### config.mk
export PLATFORM = sky130hd
export DESIGN_NAME = key_matrix_scanner
export DESIGN_NICKNAME = d
export VERILOG_FILES = /design/src/rtl/key_scan_pkg.sv /design/src/rtl/key_evt_fifo.sv /design/src/rtl/key_matrix_scanner.sv
export SDC_FILE = /design/constraint.sdc
export NUM_CORES = 1
export LEC_CHECK = 0
export CAP_MARGIN = 10
export CELL_PAD_IN_SITES_DETAIL_PLACEMENT = 1
export CELL_PAD_IN_SITES_GLOBAL_PLACEMENT = 1
export CORE_MARGIN = 2
export CORE_UTILIZATION = 40
export CTS_BUF_LIST = sky130_fd_sc_hd__clkbuf_16
export CTS_CLUSTER_DIAMETER = 120
export DETAILED_ROUTE_END_ITERATION = 8
export PLACE_DENSITY = 0.72
export SETUP_SLACK_MARGIN = 0.02
export SYNTH_ARGS = -nofsm -noshare
export SYNTH_HDL_FRONTEND = slang
export SYNTH_SLANG_ARGS = --single-unit
### constraint.sdc
create_clock -name clk -period 6.84 [get_ports clk]
set_input_delay 1.026 -clock clk [delete_from_list [all_inputs] [get_ports clk]]
set_output_delay 1.026 -clock clk [all_outputs]
set_load 0.01 [all_outputs]
### src/rtl/key_scan_pkg.sv
// Shared types for the key matrix scanner: event record and emission sequencer states.
package key_scan_pkg;

    localparam int NUM_COLS_DEF = 4;
    localparam int NUM_ROWS_DEF = 4;
    localparam int KEY_W        = $clog2(NUM_COLS_DEF * NUM_ROWS_DEF);

    typedef struct packed {
        logic [KEY_W-1:0] code;
        logic             press;
    } key_evt_t;

    typedef enum logic {
        EMIT_IDLE,
        EMIT_SCAN
    } emit_state_t;

endpackage

### src/rtl/key_evt_fifo.sv
// First-word-fall-through FIFO of key events; a push into a full FIFO is
// accepted only when a pop happens in the same cycle.
module key_evt_fifo
    import key_scan_pkg::*;
#(
    parameter int DEPTH = 4
) (
    input  logic     clk,
    input  logic     rst_n,
    input  logic     push,
    input  key_evt_t din,
    input  logic     pop,
    output key_evt_t dout,
    output logic     full,
    output logic     empty
);

    localparam int PTR_W = $clog2(DEPTH);

    key_evt_t         mem [DEPTH];
    logic [PTR_W-1:0] wr_ptr;
    logic [PTR_W-1:0] rd_ptr;
    logic [PTR_W:0]   count;
    logic             do_wr;
    logic             do_rd;

    assign empty = (count == '0);
    assign full  = (count == (PTR_W+1)'(DEPTH));
    assign do_rd = pop && !empty;
    assign do_wr = push && (!full || do_rd);

    always_ff @(posedge clk or negedge rst_n) begin
        if (!rst_n) begin
            wr_ptr <= '0;
            rd_ptr <= '0;
            count  <= '0;
        end else begin
            if (do_wr) wr_ptr <= wr_ptr + 1'b1;
            if (do_rd) rd_ptr <= rd_ptr + 1'b1;
            if (do_wr && !do_rd)      count <= count + 1'b1;
            else if (do_rd && !do_wr) count <= count - 1'b1;
        end
    end

    always_ff @(posedge clk) begin
        if (do_wr) mem[wr_ptr] <= din;
    end

    // Empty reads as zero so the head fields are defined out of reset.
    assign dout = empty ? '0 : mem[rd_ptr];

endmodule

### src/rtl/key_matrix_scanner.sv
// Column-strobed key matrix scanner: per-key debounce, held-key bitmap and a
// press/release event queue drained over valid/ready.
module key_matrix_scanner
    import key_scan_pkg::*;
#(
    parameter int NUM_COLS       = NUM_COLS_DEF,
    parameter int NUM_ROWS       = NUM_ROWS_DEF,
    parameter int SCAN_TICKS     = 27000,
    parameter int SETTLE_TICKS   = 8,
    parameter int DEBOUNCE_SCANS = 4,
    parameter int EVT_DEPTH      = 4
) (
    input  logic                                  clk,
    input  logic                                  rst_n,
    output logic [NUM_COLS-1:0]                   col_drive,
    input  logic [NUM_ROWS-1:0]                   row_sense,
    output logic [NUM_COLS*NUM_ROWS-1:0]          key_state,
    output logic                                  evt_valid,
    input  logic                                  evt_ready,
    output logic [$clog2(NUM_COLS*NUM_ROWS)-1:0]  evt_code,
    output logic                                  evt_press,
    output logic                                  evt_overflow,
    input  logic                                  clr_overflow
);

    localparam int NUM_KEYS = NUM_COLS * NUM_ROWS;
    localparam int COL_W    = $clog2(NUM_COLS);
    localparam int ROW_W    = $clog2(NUM_ROWS);
    localparam int SLOT_W   = $clog2(SCAN_TICKS);
    localparam int CNT_W    = $clog2(DEBOUNCE_SCANS + 1);

    // Row synchronizer; idle rows are pulled up, so reset to all ones.
    logic [NUM_ROWS-1:0] row_meta;
    logic [NUM_ROWS-1:0] row_sync;
    logic [NUM_ROWS-1:0] raw_rows;

    always_ff @(posedge clk or negedge rst_n) begin
        if (!rst_n) begin
            row_meta <= '1;
            row_sync <= '1;
        end else begin
            row_meta <= row_sense;
            row_sync <= row_meta;
        end
    end

    assign raw_rows = ~row_sync;

    logic [SLOT_W-1:0] slot_cnt;
    logic [COL_W-1:0]  col_idx;
    logic [COL_W-1:0]  col_nxt;
    logic              slot_wrap;
    logic              sample;

    assign slot_wrap = (slot_cnt == SLOT_W'(SCAN_TICKS - 1));
    assign sample    = (slot_cnt == SLOT_W'(SETTLE_TICKS));

    always_comb begin
        col_nxt = col_idx;
        if (slot_wrap)
            col_nxt = (col_idx == COL_W'(NUM_COLS - 1)) ? '0 : col_idx + 1'b1;
    end

    // col_drive is registered from col_nxt so it stays all-ones until the
    // first clock after reset and then tracks col_idx exactly.
    always_ff @(posedge clk or negedge rst_n) begin
        if (!rst_n) begin
            slot_cnt  <= '0;
            col_idx   <= '0;
            col_drive <= '1;
        end else begin
            slot_cnt  <= slot_wrap ? '0 : slot_cnt + 1'b1;
            col_idx   <= col_nxt;
            col_drive <= ~(NUM_COLS'(1) << col_nxt);
        end
    end

    logic [NUM_KEYS-1:0]            at_col;
    logic [NUM_KEYS-1:0]            differ;
    logic [NUM_KEYS-1:0]            flip;
    logic [NUM_KEYS-1:0][CNT_W-1:0] db_cnt;
    logic [NUM_ROWS-1:0]            chg_now;

    for (genvar k = 0; k < NUM_KEYS; k++) begin : g_key
        localparam int C = k / NUM_ROWS;
        localparam int R = k % NUM_ROWS;
        assign at_col[k] = sample && (col_idx == COL_W'(C));
        assign differ[k] = raw_rows[R] != key_state[k];
        assign flip[k]   = at_col[k] && differ[k] &&
                           (db_cnt[k] == CNT_W'(DEBOUNCE_SCANS - 1));
    end

    always_ff @(posedge clk or negedge rst_n) begin
        if (!rst_n) begin
            db_cnt    <= '0;
            key_state <= '0;
        end else begin
            for (int k = 0; k < NUM_KEYS; k++) begin
                if (at_col[k]) begin
                    if (!differ[k]) begin
                        db_cnt[k] <= '0;
                    end else if (flip[k]) begin
                        db_cnt[k]    <= '0;
                        key_state[k] <= ~key_state[k];
                    end else begin
                        db_cnt[k] <= db_cnt[k] + 1'b1;
                    end
                end
            end
        end
    end

    // Only the sampled column can flip, so fold flips down onto row positions.
    always_comb begin
        chg_now = '0;
        for (int k = 0; k < NUM_KEYS; k++)
            if (flip[k]) chg_now[k % NUM_ROWS] = 1'b1;
    end

    emit_state_t         state;
    emit_state_t         state_nxt;
    logic [NUM_ROWS-1:0] pend;
    logic [NUM_ROWS-1:0] pend_nxt;
    logic [COL_W-1:0]    emit_col;
    logic [ROW_W-1:0]    sel_row;
    logic [KEY_W-1:0]    issue_code;
    logic                issue;
    logic                push_q;
    key_evt_t            evt_q;

    always_comb begin
        sel_row = '0;
        for (int r = NUM_ROWS - 1; r >= 0; r--)
            if (pend[r]) sel_row = ROW_W'(r);
    end

    assign issue_code = KEY_W'(int'(emit_col) * NUM_ROWS + int'(sel_row));

    always_comb begin
        state_nxt = state;
        pend_nxt  = pend;
        issue     = 1'b0;
        case (state)
            EMIT_IDLE: begin
                if (|chg_now) begin
                    pend_nxt  = chg_now;
                    state_nxt = EMIT_SCAN;
                end
            end
            EMIT_SCAN: begin
                issue    = 1'b1;
                pend_nxt = pend & ~(NUM_ROWS'(1) << sel_row);
                if (pend_nxt == '0) state_nxt = EMIT_IDLE;
            end
            default: state_nxt = EMIT_IDLE;
        endcase
    end

    always_ff @(posedge clk or negedge rst_n) begin
        if (!rst_n) begin
            state    <= EMIT_IDLE;
            pend     <= '0;
            emit_col <= '0;
            push_q   <= 1'b0;
            evt_q    <= '0;
        end else begin
            state  <= state_nxt;
            pend   <= pend_nxt;
            push_q <= issue;
            if (state == EMIT_IDLE && |chg_now) emit_col <= col_idx;
            if (issue) begin
                evt_q.code  <= issue_code;
                evt_q.press <= key_state[issue_code];
            end
        end
    end

    key_evt_t head;
    logic     fifo_full;
    logic     fifo_empty;
    logic     drop;

    key_evt_fifo #(.DEPTH(EVT_DEPTH)) u_fifo (
        .clk   (clk),
        .rst_n (rst_n),
        .push  (push_q),
        .din   (evt_q),
        .pop   (evt_ready),
        .dout  (head),
        .full  (fifo_full),
        .empty (fifo_empty)
    );

    assign evt_valid = !fifo_empty;
    assign evt_code  = head.code;
    assign evt_press = head.press;
    assign drop      = push_q && fifo_full && !evt_ready;

    // A drop in the same cycle as a clear wins, so no loss goes unreported.
    always_ff @(posedge clk or negedge rst_n) begin
        if (!rst_n)            evt_overflow <= 1'b0;
        else if (drop)         evt_overflow <= 1'b1;
        else if (clr_overflow) evt_overflow <= 1'b0;
    end

endmodule
### Yosys cells after proc, flatten, opt, wreduce, memory -nomap -nowiden

Memory sizes are Yosys's and may differ from the RTL's.
Cells that the tools add are included.

| cells by class | value |
|---|---|
| magnitude comparators | 1 |
| shifts and indexed selects | 2 |
| add/subtract/negate cells | 23 |
| muxes and demuxes | 70 |
| bitwise logic cells | 21 |
| equal/unequal tests | 39 |
| reduce and logical (&&, ||, !) cells | 71 |

Operators by type and width:

| cell | number |
|---|---|
| two-way mux 3 bit | 34 |
| adder 3 x 1 -> 3 bit, second input constant | 17 |
| equality test 3 x 2 -> 1 bit, second input constant | 16 |
| AND reduction 3 bit | 16 |
| logical AND 1 bit | 43 |
| two-way mux 1 bit | 24 |
| NOT 1 bit | 17 |
| != test 1 bit | 16 |
| adder 15 x 1 -> 15 bit, second input constant | 1 |
| equality test 15 bit, second input constant | 1 |
| equality test 15 x 4 -> 1 bit, second input constant | 1 |
| two-way mux 15 bit | 1 |
| two-way mux 2 bit | 6 |
| NOT 4 bit | 3 |
| one-hot mux 4 bit (2 select lines) | 1 |
| << shifter 1 x 2 -> 4 bit, first input constant | 2 |
| adder 2 x 1 -> 2 bit, second input constant | 3 |
| zero test 1 bit | 5 |
| < comparator 4 x 5 -> 1 bit, second input constant | 1 |
| two-way mux 5 bit | 1 |
| adder 4 x 2 -> 4 bit | 1 |
| bitwise AND 4 bit | 1 |
| binary-select mux 1 bit (select 4 bit) | 1 |
| equality test 2 bit, second input constant | 2 |
| other kinds (12) | 13 |

| word-level totals | value |
|---|---|
| RAM bits | 20 |
| memories | 1 |
| register bits after elaboration | 114 |
| input bits | 8 |

Memories:

| memory | words | width | rd ports | clocked after Yosys merged registers in | write ports | RTL line | RTL |
|---|---|---|---|---|---|---|---|
| u_fifo.mem | 4 | 5 | 1 | 0 | 1 | key_evt_fifo.sv:20 | `key_evt_t mem [DEPTH];` |

### Logic depth before layout (Yosys ltp)

Gate-level depths: netlist of the first run.

| logic depth | value |
|---|---|
| word-level depth | 11 |
| gate-level depth with buffers | 9 |

### Hierarchy

Synthesis of the first run repeated with hierarchy kept, for this count alone.

| unflattened totals | value |
|---|---|
| cells, all modules | 591 |
| area, all modules | 6631.4 sq um |

By module, submodules not included:

| module | instances | area each (sq um) | sequential area each (sq um) | cells each |
|---|---|---|---|---|
| key_matrix_scanner | 1 | 5439.0 | 2692.6 | 522 |
| key_evt_fifo | 1 | 1192.4 | 775.7 | 69 |

### Worst setup path before layout of the first run

No wires, ideal clock.

| timing | value |
|---|---|
| path type | input to register |
| start | input evt_ready |
| end | register u_fifo.count[1] |
| library setup time | 0.125 ns |
| arrival time | 2.509 ns |
| slack | 4.206 ns |
| stages on the path | 7 |
| path through | nor4b_1 > nor2b_1 > clkbuf_1 > ha_1 > inv_1 > fa_1 > mux2_2 |

| on the way | value |
|---|---|
| word-level cells in the longest chain between the ends | 6 |
| elaborated cells on any way between the ends | 9 |
| classes of those cells | mux (1); reduce/logical (8) |

Ends and longest elaborated chain:

| item | RTL line | RTL |
|---|---|---|
| start: declaration | key_matrix_scanner.sv:19 | `input logic evt_ready,` |
| logical AND 1 bit (*) | key_evt_fifo.sv:29 | `assign do_rd = pop && !empty;` |
| logical OR 1 bit (*) | key_evt_fifo.sv:30 | `assign do_wr = push && (!full \|\| do_rd);` |
| logical AND 1 bit (*) | key_evt_fifo.sv:30 |  |
| via u_fifo.do_wr | key_evt_fifo.sv:24 | `logic do_wr;` |
| zero test 1 bit | key_evt_fifo.sv:41 | `else if (do_rd && !do_wr) count <= count - 1'b1;` |
| logical AND 1 bit | key_evt_fifo.sv:41 |  |
| nonzero test 2 bit (no line) | -- |  |
| end signal: assignment | key_evt_fifo.sv:40 | `if (do_wr && !do_rd) count <= count + 1'b1;` |
| end signal: assignment | key_evt_fifo.sv:41 |  |
| end: declaration | key_evt_fifo.sv:23 | `logic [PTR_W:0] count;` |

The timed path passes the listed nets; every way through them passes the cells marked *.
A chain may end at the register's enable or synchronous reset.

### Worst setup path after layout of the first run

| timing | value |
|---|---|
| start | register u_fifo.rd_ptr[0] |
| end | output evt_code[0] |

| on the way | value |
|---|---|
| word-level cells in the longest chain between the ends | 2 |

Ends and longest elaborated chain:

| item | RTL line | RTL |
|---|---|---|
| start: declaration | key_evt_fifo.sv:22 | `logic [PTR_W-1:0] rd_ptr;` |
| start signal: assignment | key_evt_fifo.sv:39 | `if (do_rd) rd_ptr <= rd_ptr + 1'b1;` |
| memory (4 x 5 bit) | -- |  |
| two-way mux 5 bit | key_evt_fifo.sv:50 | `assign dout = empty ? '0 : mem[rd_ptr];` |
| end: declaration | key_matrix_scanner.sv:20 | `output logic [$clog2(NUM_COLS*NUM_ROWS)-1:0] evt_code,` |

Every way passes these cells.

==> summary by stage, run 1 <==
Yosys
The share of the Yosys chip area taken by registers is 53.6%. The simple-gate area share of the yosys netlist is 18.0%. The post-synthesis instance area is 0.00648 sq mm. The portion of netlist area occupied by mux cells is 3.44%.

The number of flops mapped to enable cells by yosys is 20. A synthesized cell averages 11.0 sq um. The combinational family with the most area after synthesis is simple AND/OR/NAND/NOR gates. The fraction of registers with async set/reset is 85.1%. The xor/xnor share of the synthesized area is 5.22%.

In this run, synthesis produced a sequential element count of 134. When the netlist entered floorplanning its net count stood at 625. The number of warnings printed during yosys synthesis is 0. The compound-gate portion of the synthesized area is 11.5%. Among all flip-flop cells after synthesis, the most frequent one is sky130_fd_sc_hd__dfrtp_1. The post-synthesis instance total is 589. After synthesis, the netlist uses 57 different library cells. Of the total synthesized cell area, the portion taken by full adders, half adders and majority gates is 5.68%.

Route
For this run, the detailed router's first-pass iteration total came to 4. The final antenna-violating net count is 0. The total DRC errors in the routed layout is 0.

After the first detailed-routing iteration, the DRC count stood at 175. Summing over every cut layer, the via total after detailed routing is 4528. The average vias per placed instance is 5.33.

The routed wire length is 14700 um. The routed wire length per instance is 17.3 um.

Floorplanning
The horizontal die dimension is 131 um. The die covers 0.0172 sq mm. Once the floorplan was initialized, standard cells occupied 40.9% of the core. The die extent in y is 131 um.

The placeable core area is 0.0158 sq mm. After floorplanning, the core was divided into 46 placement rows. During I/O placement, the number of pins put on the boundary was 35.

Setup path
Data on the critical path is required at its endpoint by 5810 ps. The worst setup path is of the reg -> out kind. The element type at the critical path start is a flip-flop. The highest net fanout along the worst path is 7.

The data arrival time of the critical path is 2210 ps. The endpoint class of the critical path is a primary output. For the worst flop-to-flop path, the logic depth is 5.

Layout
The number of antenna repair diodes is 0. Leaving out fill and tap cells, the most frequent cell in the layout is sky130_fd_sc_hd__dfrtp_1. The layout-stage area growth over the synthesis result is 17.3%. The top cell types in the final layout, fill and taps aside, are sky130_fd_sc_hd__dfrtp_1 (102), sky130_fd_sc_hd__nor2_1 (52), sky130_fd_sc_hd__nand2_1 (48). Cells with a size suffix above 1 make up 10.9% of the layout. For this run, the post-layout net count is 657. The post-route standard cell area excluding fillers is 0.00760 sq mm.

Placement
The HPWL after detailed placement is 10300 um. The number of buffers added on ports is 34. Routability-driven placement finished with a final weighted congestion of 0.850. The placed instance area is 0.00699 sq mm.

Timing
The minimum clock period after layout is 3240 ps. Timing would allow up to 309 MHz. The slew of the pin with the lowest slew margin is 960 ps. The total negative slack is 0 ps. The final max-slew violation count is 0. The relative slew slack is 36.0%. Setup violations remaining at the end of the flow were counted as 0.

The setup skew after layout is 9.34 ps. The worst path uses 47.3% of the clock period. The number of endpoints with negative hold slack in the final report was 0.

Setup repair after global routing left no endpoint under its margin.

Outcome
The flow ran to the end, and the final reports show no timing, DRC or antenna violations.

Clock network
The number of gates resized after CTS is 0. The number of levels in the clock H-tree is 4. The CTS buffer count is 17. The clock network latency to the later pin of the worst-skew pair is 430 ps.

The number of buffers inserted for hold repair after clock tree synthesis is 0. The library cell used as clock root buffer is sky130_fd_sc_hd__clkbuf_16. The clock net in this run drives a total of 134 sinks.

After clock tree synthesis, the setup repair step added 0 buffers. The clock tree buffer depth is 2. The CTS tree is built. After clock tree synthesis, the clock-pin slew on the worst setup and hold paths is 60 ps.

Worst hold path
The instance count along the most critical hold path is 0. The worst hold path belongs to the class reg -> reg.

Global route
The wire length of the first global-routing pass is 25300 um. Global routing consumed, over all layers together, 18.6% of the routing resources. The number of antenna violations at the first check in global routing is 0.

Entering global routing, the biggest net connects 78 pins. The number of global-route vias before repair is 4993. Global routing finished with a remaining overflow of 0.

Run
The number of violations of the max-capacitance limit is 0.

Pwr
The leakage power is 3.48 nW. IR analysis of the VDD net gives a maximum drop of 0.000192 V. The power density over the cells is 236 mW/mm^2.
==> worst max-delay path, cell delays in order, from the launching register on <==
cell                              delay [ps]
sky130_fd_sc_hd__dfrtp_1                 580
sky130_fd_sc_hd__mux4_2                  550
sky130_fd_sc_hd__and2_1                  170
sky130_fd_sc_hd__clkdlybuf4s50_1         480
==> per-layer routing <==
layer | share of wire (%) | global-route usage (%) | vias to the layer above | wire [um]
met5 | 0 | 0 | - | 0
met4 | 1.8 | 7.13 | 0 | 261
met3 | 3.0 | 4.59 | 19 | 440
met2 | 50 | 31.4 | 59 | 7300
met1 | 45 | 23.2 | 2290 | 6680
li1 | - | - | 2160 | -
==> cell usage after synthesis, types with 3 or more instances <==
cell type	count	area share, %
sky130_fd_sc_hd__a21o_1	16	1.9
sky130_fd_sc_hd__a21oi_1	11	0.85
sky130_fd_sc_hd__a22oi_1	3	0.35
sky130_fd_sc_hd__and2_1	10	0.97
sky130_fd_sc_hd__clkbuf_1	17	0.99
sky130_fd_sc_hd__dfrtp_1	102	39
sky130_fd_sc_hd__dfstp_2	12	4.9
sky130_fd_sc_hd__edfxtp_1	20	9.3
sky130_fd_sc_hd__ha_1	27	5.2
sky130_fd_sc_hd__inv_1	17	0.99
sky130_fd_sc_hd__mux2_2	6	1.0
sky130_fd_sc_hd__mux4_2	5	1.7
sky130_fd_sc_hd__nand2_1	48	2.8
sky130_fd_sc_hd__nand2b_1	15	1.4
sky130_fd_sc_hd__nand3_1	17	1.3
sky130_fd_sc_hd__nand4_1	3	0.29
sky130_fd_sc_hd__nor2_1	52	3.0
sky130_fd_sc_hd__nor2b_1	21	2.0
sky130_fd_sc_hd__nor3_1	16	1.2
sky130_fd_sc_hd__nor4_1	17	1.6
sky130_fd_sc_hd__o21a_1	16	1.9
sky130_fd_sc_hd__o21ai_0	41	3.2
sky130_fd_sc_hd__o31ai_1	16	1.9
sky130_fd_sc_hd__or3_1	4	0.39
sky130_fd_sc_hd__or4_4	4	0.70
sky130_fd_sc_hd__xnor2_1	6	0.81
sky130_fd_sc_hd__xor2_1	22	3.0
sky130_fd_sc_hd__xor2_2	4	1.0
==> worst paths after layout <==
| check | end | slack (ps) | start |
|---|---|---|---|
| worst max register to register | key_state[9]$_DFFE_PN0P_ | 3920 | slot_cnt[7]$_DFF_PN0_ |
| max in group asynchronous | slot_cnt[10]$_DFF_PN0_ | 4900 | rst_n |
| min in group asynchronous | db_cnt[33]$_DFFE_PN0P_ | 570 | rst_n |
| worst min register to register | row_sync[0]$_DFF_PN1_ | 350 | row_meta[0]$_DFF_PN1_ |
| worst min-delay path | row_sync[0]$_DFF_PN1_ | 350 | row_meta[0]$_DFF_PN1_ |
| worst max-delay path | evt_code[0] | 3600 | u_fifo.rd_ptr[0]$_DFFE_PN0N_ |
==> per-stage QoR <==
step                      power [mW]  util (%)  std cells  setup WS [ps]  hold WS (ps)
after floorplan                0.847         -        589           4210           345
after global placement         0.867      44.2        818           3670           347
after detailed placement       0.869      44.2        818           3510           347
after CTS                       1.82      48.0        850           3550           355
after global routing            1.86      48.0        850           3490           358
final                           1.79      48.0        850           3600           355
==> cell type report <==
cell class	instances	area, sq um
multi-input combinational	415	2830
fill	1680	8230
tap	216	270
timing repair buffer	36	353
sequential	134	3470
clock buffer	18	450
inverter	17	63.8
clock inverter	14	156
==> kinds of logic after synthesis <==
| group | after synthesis |
|---|---|
| simple gates | 223 |
| flops | 134 |
| compound gates | 115 |
| buf+inv | 40 |
| xor+xnor | 33 |
| fa+ha+maj | 29 |
| mux | 15 |
==> flip-flops by register name (all words and copies together) (netlist names), 3 cells and up <==
signal        cells
db_cnt           48
u_fifo.mem       20
key_state        16
slot_cnt         15
evt_q             5
col_drive         4
pend              4
row_meta          4
row_sync          4
u_fifo.count      3
==> power breakdown <==
group | switching, mW | internal (mW)
Sequential | 0.00740 | 0.813
Clock | 0.350 | 0.590
Combinational | 0.0225 | 0.00972
Total | 0.380 | 1.41
Note: power is estimated with default switching activity, not from simulation.
==> run 2: changes to the inputs <==
PLACE_DENSITY = 0.75   (was 0.72)
clock period = 2.8 ns   (was 6.84 ns; I/O delays follow)
==> summary by stage, run 2 (same netlist as run 1, synthesis figures left out) <==
Outcome
The flow ran to the end, and the final reports show no timing, DRC or antenna violations.

Clock network
The clock network latency to the later pin of the worst-skew pair was 430 ps (about the same). The CTS tree is built. The library cell used as clock root buffer is sky130_fd_sc_hd__clkbuf_16. The clock tree buffer depth came to 2 (unchanged). The CTS buffer count was 17 (unchanged).

The CTS clock-pin slew for the worst setup and hold paths is 60 ps (about the same). The number of levels in the clock H-tree is 4 (unchanged). The clock sink total is 134 (unchanged). The number of buffers inserted for hold repair after clock tree synthesis is 0 (unchanged).

Setup path
The highest net fanout along the worst path is 7 (unchanged). The element type at the critical path start is a flip-flop. The endpoint class of the critical path is a primary output. The data arrival time of the critical path is 2240 ps (+30 ps). The critical path in this run is classified as reg -> out.

The required arrival time at the worst endpoint is 2380 ps (-3430 ps).

Placement
The routability-driven placement congestion ratio is 0.838 (-1.5%). The HPWL after detailed placement is 11400 um (+9.9%). The number of instances in the placed design came to 837 (+2.3%). The number of buffers added on ports came to 34 (unchanged).

Route
The routed wire length is 15900 um (+8.4%). The average vias per placed instance was 5.39 (+1.1%). The number of detailed-route iterations in the first pass is 4 (unchanged).

The routed wire length per instance is 18.3 um (+6.0%). The via count was 4681 (+3.4%). The DRC violation total after the first TritonRoute iteration is 220 (+26%). The final antenna-violating net count is 0 (unchanged). The total DRC errors in the routed layout is 0 (unchanged).

Timing
The number of endpoints with negative hold slack in the final report is 0 (unchanged). The setup skew after layout is 8.60 ps (-0.746 ps). The number of failing setup endpoints in the final timing report is 0 (unchanged). The worst hold margin is 86.4 ps (-268 ps).

The total negative slack is 0 ps (unchanged). The relative slew slack is 45.8% (+9.7 points). The maximum achievable frequency is 376 MHz.

The final max-slew violation count is 0 (unchanged). Dividing the final minimum period by the clock period gives 94.9%. The slew of the pin with the lowest slew margin was 814 ps (-146 ps). The minimum clock period after layout is 2660 ps. Setup repair after global routing left no endpoint under its margin.

Floorplanning
The initial standard-cell utilization of the core came to 40.9% (unchanged). The die extent in y is 131 um (unchanged). The placeable core area is 0.0158 sq mm (unchanged).

The horizontal die dimension is 131 um (unchanged). The count of pins on the block boundary was 35 (unchanged). The overall die area is 0.0172 sq mm (unchanged).

The number of rows created at floorplan is 46 (unchanged).

Global route
The wire length of the first global-routing pass is 26600 um (+5.3%). The overall overflow remaining after global route came to 0 (unchanged). The maximum number of pins on one net before global-route repair is 59 (-24%).

The overall global routing resource usage came to 19.7% (+1.0 points). The number of antenna violations at the first check in global routing is 0 (unchanged). The number of global-route vias before repair was 5080 (+1.7%).

Layout
The top register by number of flip-flops is db_cnt. The final cell count without fillers was 869 (+2.2%). The most common cell after layout, fill and taps aside is sky130_fd_sc_hd__dfrtp_1.

The number of flip-flops in the largest register is 48 (unchanged). The fill cell total of the finished layout is 1743 (+3.8%). From synthesis to final layout, the design area changed by 19.8%.

The fraction of layout cells with a size suffix above 1 came to 13.9% (+3.1 points). The total number of nets in the final design came to 676 (+2.9%). In the layout the commonest cells are sky130_fd_sc_hd__dfrtp_1 (101), sky130_fd_sc_hd__nor2_1 (52), sky130_fd_sc_hd__nand2_1 (48). The number of antenna repair diodes was 0 (unchanged).

The largest registers in the layout are db_cnt x48, u_fifo.mem x20, key_state x16.

Run
The number of violations of the max-capacitance limit is 0 (unchanged).

Worst hold path
The path type of the worst min-delay path is in -> async.

Pwr
The clock share of power was 52.2% (-0.2 points). The fraction of power consumed by combinational cells is 2.2% (+0.4 points). The leakage power was 3.56 nW (+2.2%). The power share of the sequential group came to 45.6% (-0.2 points). The switching component of the power is 0.966 mW (+150%). The switching fraction of total power was 22.0% (+0.81 points). The total power is 4.39 mW (+140%). The worst vdd rail ir drop is 0.000436 V (+130%). The power density over the cells is 566 mW/mm^2 (+140%). The internal power summed over all cells is 3.43 mW (+140%).
## run 2: cell types whose count changed in the layout (fill, tap and decap cells not counted), sizes merged
cell / previous run / this run
inv: 19 / 21
buf: 3 / 22
clkinv: 8 / 4
clkinvlp: 1 / 4
clkbuf: 18 / 17
## run 2: worst max-delay path, stage by stage (launching register included)
cell	delay, ps
sky130_fd_sc_hd__dfrtp_1	590
sky130_fd_sc_hd__mux4_2	580
sky130_fd_sc_hd__and2_1	180
sky130_fd_sc_hd__clkdlybuf4s50_1	470
## run 2: layer usage
metal | wire, um | track usage, % | part of all wire (%) | vias to the layer above
met3 | 515 | 5.05 | 3.2 | 19
met4 | 233 | 6.34 | 1.5 | 0
met1 | 6860 | 24.0 | 43 | 2403
met5 | 0 | 0 | 0 | -
met2 | 8300 | 34.1 | 52 | 77
li1 | - | - | - | 2182
## run 2: per-stage QoR
| step | cell area [sq um] | worst slack (ps) | utilization (%) |
|---|---|---|---|
| CTS | 7750 | 87.0 | 48.9 |
| floorplan | 6480 | 444 | - |
| detailed placement | 7140 | 176 | 45.1 |
| global placement | 7140 | 278 | 45.1 |
| global route | 7760 | 52.7 | 49.0 |
| finish | 7760 | 142 | 49.0 |
## run 2: final timing paths
path / startpoint / to / slack, ps / depth (start not counted)
min: rst_n / db_cnt[5]$_DFFE_PN0P_ / 90 / 1
max reg2reg: row_sync[3]$_DFF_PN1_ / emit_col[1]$_DFFE_PN0P_ / 200 / 6
min in group clk: row_meta[3]$_DFF_PN1_ / row_sync[3]$_DFF_PN1_ / 360 / 0
max in group asynchronous: rst_n / col_drive[2]$_DFF_PN1_ / 1950 / 2
min reg2reg: row_meta[3]$_DFF_PN1_ / row_sync[3]$_DFF_PN1_ / 360 / 0
max: u_fifo.rd_ptr[0]$_DFFE_PN0N_ / evt_press / 140 / 3
## run 2: what timing repair did
action | 4_1_cts | 5_1_grt
endpoints found under the setup margin | 0 | 3
resized for setup | 0 | 2
setup buffers | 0 | 0
## run 2: power groups by stage
stage | clock network, mW | registers (mW) | logic [mW]
3_3_place_gp | 0 | 2.04 | 0.0961
4_1_cts | 2.34 | 2.00 | 0.101
3_5_place_dp | 0 | 2.04 | 0.100
2_1_floorplan | 0 | 2.02 | 0.0431
6_report | 2.29 | 2.00 | 0.0978
5_1_grt | 2.43 | 2.00 | 0.111
## run 2: layout make-up
class	instances	area [sq um]	share of cell area [%]
inverter	17	63.8	0.823
sequential	134	3470	44.7
tap	216	270	3.48
clock inverter	15	178	2.29
multi-input combinational	415	2840	36.6
timing repair buffer	55	508	6.55
clock buffer	17	425	5.48
==> run 3: changes to the inputs <==
ABC_AREA = 1   (was not set)
CAP_MARGIN = not set   (was 10)
PLACE_DENSITY = 0.77   (was 0.75)
==> summary by stage, run 3 <==
Setup path
The data arrival time of the critical path was 2130 ps (-110 ps). The required arrival time at the worst endpoint is 2380 ps (about the same). The worst register-to-register path ends at emit_col[1]$_DFFE_PN0P_. The highest net fanout along the worst path was 13 (+6). The signal on the critical path passes through inv_1 > o21ai_0 > a21oi_1 > clkdlybuf4s50_1. STA classifies the critical path endpoint as a primary output.

The length in cells of the worst reg-to-reg path is 15 (+9). The register-to-register setup slack is 320 ps (+120 ps). The largest stage delay on the critical path is 620 ps (+30 ps).

In this run the worst setup path begins at u_fifo.rd_ptr[0]$_DFFE_PN0N_. The element type at the critical path start is a flip-flop. In this run the critical register-to-register path is launched from slot_cnt[0]$_DFF_PN0_. The critical path capture point is evt_code[1]. The startpoint-to-endpoint class of the critical path is reg -> out. On the critical path, the stage with the largest delay is an instance of sky130_fd_sc_hd__dfrtp_1.

Timing
The share of the clock period used by the worst path came to 91.1% (-3.9 points). The number of endpoints with negative hold slack in the final report is 0 (unchanged). The relative slew slack is 58.4% (+13 points). The final max-slew violation count is 0 (unchanged). The minimum clock period after layout is 2550 ps (-109 ps). The slew of the pin with the lowest slew margin is 623 ps (-191 ps). The maximum achievable frequency is 392 MHz (+4.3%).

Setup repair after global routing left no endpoint under its margin. The setup skew after layout is 7.39 ps (-1.21 ps). The number of failing setup endpoints in the final timing report came to 0 (unchanged). The total negative slack was 0 ps (unchanged). The slack of the critical path was 251 ps (+109 ps).

Layout
db_cnt holds more flip-flops than any other register. The layout-stage area growth over the synthesis result is 18.3%. The library cell used most frequently in the layout, excluding fill and tap cells, is sky130_fd_sc_hd__inv_1. Leaving out fill and tap cells, the most frequent cells in the layout are sky130_fd_sc_hd__inv_1 (133), sky130_fd_sc_hd__nand2_1 (105), sky130_fd_sc_hd__dfrtp_1 (102).

The number of antenna repair diodes is 0 (unchanged). The total number of nets in the final design is 848 (+25%). The final cell count without fillers came to 1045 (+20%). The number of flip-flops in the largest register was 48 (unchanged). The fraction of layout cells with a size suffix above 1 is 11.3% (-2.7 points). The largest registers in the layout are db_cnt x48, u_fifo.mem x20, key_state x16.

The post-route standard cell area excluding fillers came to 0.00797 sq mm (+2.8%).

Clock network
The CTS buffer count is 17 (unchanged). The clock tree buffer depth is 2 (unchanged). The number of gates resized after CTS is 0 (unchanged). TritonCTS built the clock tree. The number of levels in the clock H-tree came to 4 (unchanged).

The CTS clock-pin slew for the worst setup and hold paths is 50 ps (about the same). The library cell used as clock root buffer is sky130_fd_sc_hd__clkbuf_16. The clock sink total is 134 (unchanged).

The clock network latency to the later pin of the worst-skew pair is 430 ps (about the same).

Placement
The number of instances in the placed design is 1012 (+21%). The number of buffers added on ports came to 34 (unchanged). The routability-driven placement congestion ratio is 0.837 (about the same).

The placed instance area is 0.00737 sq mm (+3.2%). The HPWL after detailed placement was 12900 um (+14%). The post-place setup slack is 322 ps (+146 ps).

Floorplanning
The count of pins on the block boundary is 35 (unchanged). The number of rows created at floorplan is 47 (+2.2%). The initial standard-cell utilization of the core is 40.8% (-0.11 points). The horizontal die dimension is 134 um (+2.0%). The overall die area is 0.0179 sq mm (+4.0%). The die extent in y is 134 um (+2.0%). The placeable core area is 0.0165 sq mm (+4.4%).

Yosys
Among all cell types in the netlist, the one instantiated most often is sky130_fd_sc_hd__inv_1. Sorting the synthesized cells by area gives the leading types as sky130_fd_sc_hd__dfrtp_1 (38%), sky130_fd_sc_hd__edfxtp_1 (8.9%), sky130_fd_sc_hd__inv_1 (7.3%), sky130_fd_sc_hd__nand2_1 (5.8%), sky130_fd_sc_hd__nor2_1 (5.6%). The number of warnings printed during yosys synthesis was 0 (unchanged). The fraction of registers with async set/reset came to 85.1% (unchanged).

The number of distinct library cell variants in the gate-level netlist after synthesis is 41 (-28%). After synthesis, the most frequently instantiated cells are sky130_fd_sc_hd__inv_1 (132), sky130_fd_sc_hd__nand2_1 (105), sky130_fd_sc_hd__dfrtp_1 (102). The post-synthesis instance area is 0.00674 sq mm (+4.1%). The average cell area after synthesis was 8.88 sq um (-19%). The number of flops mapped to enable cells by yosys is 20 (unchanged). The share of the yosys chip area belonging to registers came to 51.4% (-2.1 points). The portion of synthesized cell area occupied by the leading cell type is 37.9% (-1.6 points).

The synthesized design spends more area on one cell type than any other, namely sky130_fd_sc_hd__dfrtp_1. The post-synthesis instance total is 759 (+29%). The post-synthesis sequential element count came to 134 (unchanged). The number of nets in the synthesized netlist is 795 (+27%).

The most used flip-flop cell after synthesis is sky130_fd_sc_hd__dfrtp_1.

Global route
The overall overflow remaining after global route is 0 (unchanged). The overall global routing resource usage is 20.8% (+1.1 points). The number of global-route vias before repair is 5931 (+17%). The number of antenna violations at the first check in global routing is 0 (unchanged).

The wire length of the first global-routing pass was 29100 um (+9.4%). The maximum number of pins on one net before global-route repair is 108 (+83%).

Route
The final antenna-violating net count is 0 (unchanged). The DRC violation total after the first TritonRoute iteration is 206 (-6.4%). The routed wire length is 17500 um (+10%). The via count is 5328 (+14%).

The routed wire length per instance came to 16.8 um (-8.3%). The number of detailed-route iterations in the first pass is 4 (unchanged). The average vias per placed instance is 5.10 (-5.3%). The total DRC errors in the routed layout is 0 (unchanged).

Pwr
The worst vdd rail ir drop was 0.000408 V (-6.4%). The leakage power is 3.79 nW (+6.7%). The power density over the cells is 609 mW/mm^2 (+7.5%).

Worst hold path
The path type of the worst min-delay path is in -> async.

Outcome
The flow ran to the end, and the final reports show no timing, DRC or antenna violations.

Run
The number of violations of the max-capacitance limit is 0 (unchanged).
[run 3: cell types whose count changed after synthesis, moves of 15 or more]
cell / change
sky130_fd_sc_hd__inv_1: +115
sky130_fd_sc_hd__nand2_1: +57
sky130_fd_sc_hd__nor2_1: +48
sky130_fd_sc_hd__o21ai_0: +25
sky130_fd_sc_hd__nand3_1: +22
sky130_fd_sc_hd__nor2b_1: -21
sky130_fd_sc_hd__nand4_1: +20
sky130_fd_sc_hd__a21o_1: -16
sky130_fd_sc_hd__nand2b_1: -15
[run 3: power by group]
| part | leakage [nW] | switching [mW] | internal, mW |
|---|---|---|---|
| Clock | 0.281 | 0.851 | 1.39 |
| Combinational | 1.77 | 0.275 | 0.236 |
| Sequential | 1.74 | 0.0794 | 2.03 |
| Total | 3.79 | 1.21 | 3.65 |
[run 3: worst max-delay path, delay by kind of cell (launching register included)]
| kind | cells | cell delay [ps] |
|---|---|---|
| DFF | 1 | 620 |
| AOI/OAI and AO/OA | 2 | 350 |
| buffers and inverters | 2 | 730 |
[run 3: cell families after synthesis]
logic type,share of synthesized area [%]
and+or+nand+nor,21.6
buffers and inverters,8.48
DFF,51.4
AOI/OAI and AO/OA,7.79
xor gates and xnor gates,5.20
adders and majority gates,5.31
muxes,0.167
[run 3: what timing repair did]
action                                 in CTS  in global routing
setup buffers                               0                  0
hold buffers                                1                  0
endpoints found under the hold margin       7                  0
[run 3: final cells by class]
type	instances	area, sq um
Clock inverter	15	164
Inverter	138	518
Multi-Input combinational cell	478	2700
Timing Repair Buffer	43	420
Sequential cell	134	3470
Clock buffer	17	425
Fill cell	1975	8550
Tap cell	220	275
[run 3: through the flow]
| step | utilization [%] | power [mW] | hold WS [ps] |
|---|---|---|---|
| final | 48.3 | 4.85 | 358 |
| after CTS | 48.3 | 4.90 | 353 |
| after global placement | 44.6 | 2.60 | 252 |
| after floorplan | - | 2.40 | 124 |
| after detailed placement | 44.6 | 2.66 | 256 |
| after global routing | 48.3 | 5.04 | 357 |
[run 3: routing by layer]
metal | up-vias | routed length, um | GRT usage [%]
met5 | - | 0 | 0
met4 | 0 | 444 | 8.45
met3 | 37 | 537 | 3.89
met2 | 86 | 9290 | 38.5
met1 | 2670 | 7270 | 23.5
li1 | 2535 | - | -
[run 3: how the worst min path moves through the flow]
stage,to,from,slack (ps)
4_1_cts,evt_overflow$_DFFE_PN0P_,rst_n,350
6_report,u_fifo.wr_ptr[1]$_DFFE_PN0P_,rst_n,360
5_1_grt,u_fifo.rd_ptr[0]$_DFFE_PN0N_,rst_n,360
3_5_place_dp,evt_overflow$_DFFE_PN0P_,rst_n,260
3_3_place_gp,evt_overflow$_DFFE_PN0P_,rst_n,250
2_1_floorplan,col_idx[0]$_DFF_PN0_,rst_n,120
